File: src/rtl/sha256_padder.sv
// SHA-256 message padder: packs a byte stream into big-endian 512-bit blocks,
// appending 0x80, zero fill and the 64-bit message bit length.
//
// state  | meaning
// ACCEPT | collect message bytes into the block buffer at idx
// PAD    | place 0x80 and zero fill, plus length when it fits
// EMIT   | present block downstream; with blk_valid low, load the length-only block
module sha256_padder (
    input  logic         clk,
    input  logic         rst,
    input  logic         in_valid,
    input  logic [7:0]   in_data,
    input  logic         in_last,
    output logic         in_ready,
    output logic         blk_valid,
    output logic [511:0] blk_data,
    output logic         blk_last,
    input  logic         blk_ready,
    output logic [63:0]  msg_blocks
);

    typedef enum logic [1:0] {ACCEPT, PAD, EMIT} state_t;

    state_t      state;
    logic [5:0]  idx;
    logic [63:0] bit_len;
    logic [63:0] blk_cnt;
    logic        pad_pending;
    logic        len_pending;

    assign in_ready   = (state == ACCEPT) && !rst;
    // blk_cnt counts finished handshakes, so the presented block is one more
    assign msg_blocks = blk_valid ? blk_cnt + 64'd1 : blk_cnt;

    always_ff @(posedge clk or posedge rst) begin
        if (rst) begin
            state       <= ACCEPT;
            idx         <= 6'd0;
            bit_len     <= 64'd0;
            blk_cnt     <= 64'd0;
            blk_data    <= 512'd0;
            blk_valid   <= 1'b0;
            blk_last    <= 1'b0;
            pad_pending <= 1'b0;
            len_pending <= 1'b0;
        end else begin
            case (state)
                ACCEPT: begin
                    if (in_valid) begin
                        for (int i = 0; i < 64; i++) begin
                            if (idx == 6'(i)) blk_data[511-8*i -: 8] <= in_data;
                        end
                        bit_len <= bit_len + 64'd8;
                        idx     <= idx + 6'd1;
                        if (idx == 6'd63) begin
                            state       <= EMIT;
                            blk_valid   <= 1'b1;
                            blk_last    <= 1'b0;
                            pad_pending <= in_last;
                        end else if (in_last) begin
                            state <= PAD;
                        end
                    end
                end
                PAD: begin
                    for (int i = 0; i < 64; i++) begin
                        if (idx == 6'(i))
                            blk_data[511-8*i -: 8] <= 8'h80;
                        else if (6'(i) > idx)
                            blk_data[511-8*i -: 8] <= 8'h00;
                    end
                    if (idx <= 6'd55) begin
                        blk_data[63:0] <= bit_len;
                        blk_last       <= 1'b1;
                    end else begin
                        blk_last    <= 1'b0;
                        len_pending <= 1'b1;
                    end
                    blk_valid <= 1'b1;
                    state     <= EMIT;
                end
                EMIT: begin
                    if (!blk_valid) begin
                        // only reached after a len_pending handshake
                        blk_data  <= {448'd0, bit_len};
                        blk_last  <= 1'b1;
                        blk_valid <= 1'b1;
                    end else if (blk_ready) begin
                        blk_cnt   <= blk_cnt + 64'd1;
                        blk_valid <= 1'b0;
                        if (blk_last) begin
                            state       <= ACCEPT;
                            idx         <= 6'd0;
                            bit_len     <= 64'd0;
                            blk_cnt     <= 64'd0;
                            blk_data    <= 512'd0;
                            blk_last    <= 1'b0;
                            pad_pending <= 1'b0;
                            len_pending <= 1'b0;
                        end else if (pad_pending) begin
                            state       <= PAD;
                            idx         <= 6'd0;
                            pad_pending <= 1'b0;
                        end else if (len_pending) begin
                            len_pending <= 1'b0;
                        end else begin
                            state    <= ACCEPT;
                            idx      <= 6'd0;
                            blk_data <= 512'd0;
                        end
                    end
                end
                default: state <= ACCEPT;
            endcase
        end
    end

endmodule

File: config.mk
export PLATFORM = sky130hd
export DESIGN_NAME = sha256_padder
export DESIGN_NICKNAME = d
export VERILOG_FILES = /design/src/rtl/sha256_padder.sv
export SDC_FILE = /design/constraint.sdc
export NUM_CORES = 2
export LEC_CHECK = 0
export CAP_MARGIN = 40
export CORE_MARGIN = 4
export CORE_UTILIZATION = 57
export DETAILED_ROUTE_END_ITERATION = 7
export PLACE_DENSITY = 0.93
export SETUP_SLACK_MARGIN = 0.15
export SYNTH_ARGS = -nofsm -noshare
export SYNTH_HDL_FRONTEND = slang
export SYNTH_SLANG_ARGS = --single-unit
File: constraint.sdc
create_clock -name clk -period 39.7 [get_ports clk]
set_input_delay 3.97 -clock clk [delete_from_list [all_inputs] [get_ports clk]]
set_output_delay 3.97 -clock clk [all_outputs]
set_load 0.02 [all_outputs]
==> impl_metrics.json <==
{
  "status": "complete, but fails checks",
  "violations": "design-rule violations",
  "antenna_found_initial": 2,
  "ctsRootBufferMaster": "clkbuf_16",
  "htree_levels": 3,
  "place_inst": 3865,
  "max_freq_mhz": 108,
  "max_cap_viol_count": 0,
  "rsz0062_at_grt": "false",
  "layout-drive-gt1-share_pct": 21.2,
  "hp-class": "register to register",
  "drv_slew": 0,
  "syn_inst": 2730,
  "drt-initial-drc-count": 3428,
  "wirelength_mm": 115,
  "cts_tree": "yes",
  "max_slew_margin_pct": 30.1,
  "regToRegSetupSlack_ns": 35.62,
  "min_from": "blk_data[23]",
  "drc_errors": 49,
  "grt_pass1_vias": 27072,
  "final_nets": 3272,
  "crit_path_top_delay_cell": "clkdlybuf4s50_1",
  "clock-sinks": 649,
  "yosysTopAreaCell": "dfrtp_1",
  "detail-route-antenna-nets": 0,
  "num_io_pins": 592,
  "die_area_mm2": 0.0571,
  "synth_top_area_share_pct": 53.4,
  "yosys_most_used_dff": "dfrtp_1",
  "yosysSeqAreaShare_pct": 53.4,
  "powerDensity_mw_per_mm2": 99.2,
  "chipWidth_um": 239,
  "startpoint_type": "primary input",
  "synth_edf_count": 0,
  "synth.most_common_cell": "dfrtp_1",
  "leakagePower_nw": 16.8,
  "dp_hpwl_mm": 74.2,
  "synth.distinct_cells": 69,
  "setup_tns_ns": 0,
  "synthArstFlopShare_pct": 100,
  "vias_per_cell": 6.63,
  "cts_hold_buffers": 0,
  "synth_area_mm2": 0.0304,
  "synth_nets": 2753,
  "max_stage_delay_ns": 0.62,
  "crit_path_start": "rst",
  "vias": 26467,
  "worst_clock_skew_ns": 0.0297,
  "clk_pin_slew_worst_paths_ns": 0.06,
  "start_util_pct": 57.8,
  "crit_arrival_ns": 5.29,
  "dr.pass1.iters": 8,
  "core_area_mm2": 0.0527,
  "grt_usage_pct": 39.1,
  "ir_worst_vdd_uv": 78.6,
  "post_cts_buffers": 0,
  "criticalPathCategory": "primary input to output pin",
  "rows": 84,
  "hold_viol": 0,
  "antennaDiodeCount": 0,
  "cp_top_family": "buffers and inverters",
  "end_kind": "output pin",
  "clock_path_buffers": 3,
  "yosysWarnings": 0,
  "crit_fanout": 2,
  "required_ns": 35.73,
  "syn_area_per_cell_um2": 11.1,
  "finalCriticalPeriod_ns": 9.26,
  "avgRoutedWirePerCell_um": 28.8,
  "clock_latency_ns": 0.64,
  "cts_made_buffers": 67,
  "synth.top_cells.by_count": "dfrtp_1 (649), mux2_2 (455), nand2_1 (211)",
  "grt_pass1_wl_mm": 171,
  "synth-seq-cells": 649,
  "synth_area_leaders": "dfrtp_1 (53%), mux2_2 (17%), a21oi_1 (2.6%)",
  "overflow": 0,
  "regToRegStartpoint": "state[0]",
  "path_buf_inv": 2,
  "hold_ws_ns": 0.495,
  "worstPathCellList": "clkdlybuf4s50_1 > nor2b_1 > clkdlybuf4s50_1",
  "period_share_pct": 23.3,
  "grt_max_degree": 188,
  "place_congestion": 0.964,
  "cts_resized": 0,
  "portBuffers": 591,
  "die_h_um": 239,
  "worstMarginPinSlew_ns": 1.05,
  "cp_common_cell": "clkdlybuf4s50_1",
  "area_growth_pct": 29.7,
  "final_cells": 3991,
  "finalSetupViolCount": 0
}
[cell families (layout without fill, tap and decap cells)]
| kind of cell | Yosys count | in the layout | synth area share (%) |
|---|---|---|---|
| fa+ha+maj | 10 | 10 | 0.411 |
| simple gates | 755 | 755 | 12.6 |
| buf+inv | 263 | 836 | 3.32 |
| mux | 499 | 499 | 18.3 |
| compound gates | 478 | 478 | 9.83 |
| xor+xnor | 76 | 76 | 2.19 |
| flops | 649 | 649 | 53.4 |
[registers in the layout, summed over array words and instances, names as in the netlist, 2 cells and up]
name / flops
blk_data: 512
blk_cnt: 64
bit_len: 61
idx: 6
state: 2
[layout by cell type, fill, tap and decap left out, drive strengths merged, types with 10 or more instances in the layout]
cell             n
clkbuf          95
and2            18
or4             24
a31oi           12
nor3            64
nor2           120
buf             68
nand2          211
mux2           455
nand3           96
clkdlybuf4s50  591
mux2i           44
nand2b          13
ha              10
and3            46
a211o           11
and4            18
xor2            18
clkinv          14
a21oi          184
inv             57
o31ai           21
xnor2           58
a21o            10
o211ai          16
nor2b           19
o21ai          139
or3             23
nor4            28
a211oi          13
nand4           59
dfrtp          649
[per-layer routing]
layer	vias up	GRT usage [%]	wire length [um]
met1	13033	44.7	38000
li1	10843	-	-
met3	628	13.3	13200
met2	1957	63.3	54400
met4	6	24.6	9250
met5	-	0.421	62
[report_power, final]
group | switching [mW] | internal [mW]
combinational | 1.22 | 0.903
sequential | 0.197 | 0.921
clock | 0.287 | 0.389
[area by class of cell]
cell class              instances  area [um^2]
clock inverters                28          330
flip-flops and latches        649        16200
repair buffers                660         6580
inverters                      53          206
clock buffers                  95         1970
multi-input cells            1818        13300
fillers                      3028        13200
well taps                     688          861
[path summary, 6_finish.rpt]
check | to | cells past startpoint
hold / removal | blk_data[23] | 2
setup / recovery | in_ready | 3
min in group asynchronous | blk_cnt[8] | 2
hold reg to reg | blk_data[23] | 2
setup reg to reg | bit_len[58] | 9
max in group asynchronous | blk_data[127] | 4
[worst register-to-register path, stage by stage, from the launching register on]
cell	delay (ns)
dfrtp_1	0.45
inv_1	0.14
ha_1	0.47
buf_4	0.34
nor2_1	0.15
a2111oi_0	0.64
nand4_1	0.68
buf_6	0.38
or4_1	0.55
a21oi_1	0.19
[metrics by stage]
stage	util [%]	cell area [um^2]	setup WS, ns	power, mW
final	74.9	39500	30.44	3.91
after global routing	74.9	39500	30.38	4.02
after CTS	74.9	39400	30.40	3.86
after detailed placement	70.5	37100	30.40	3.13
after global placement	69.8	36800	30.41	3.00
after floorplan	-	30400	17.55	2.20
(Power assumes the default switching activity.)
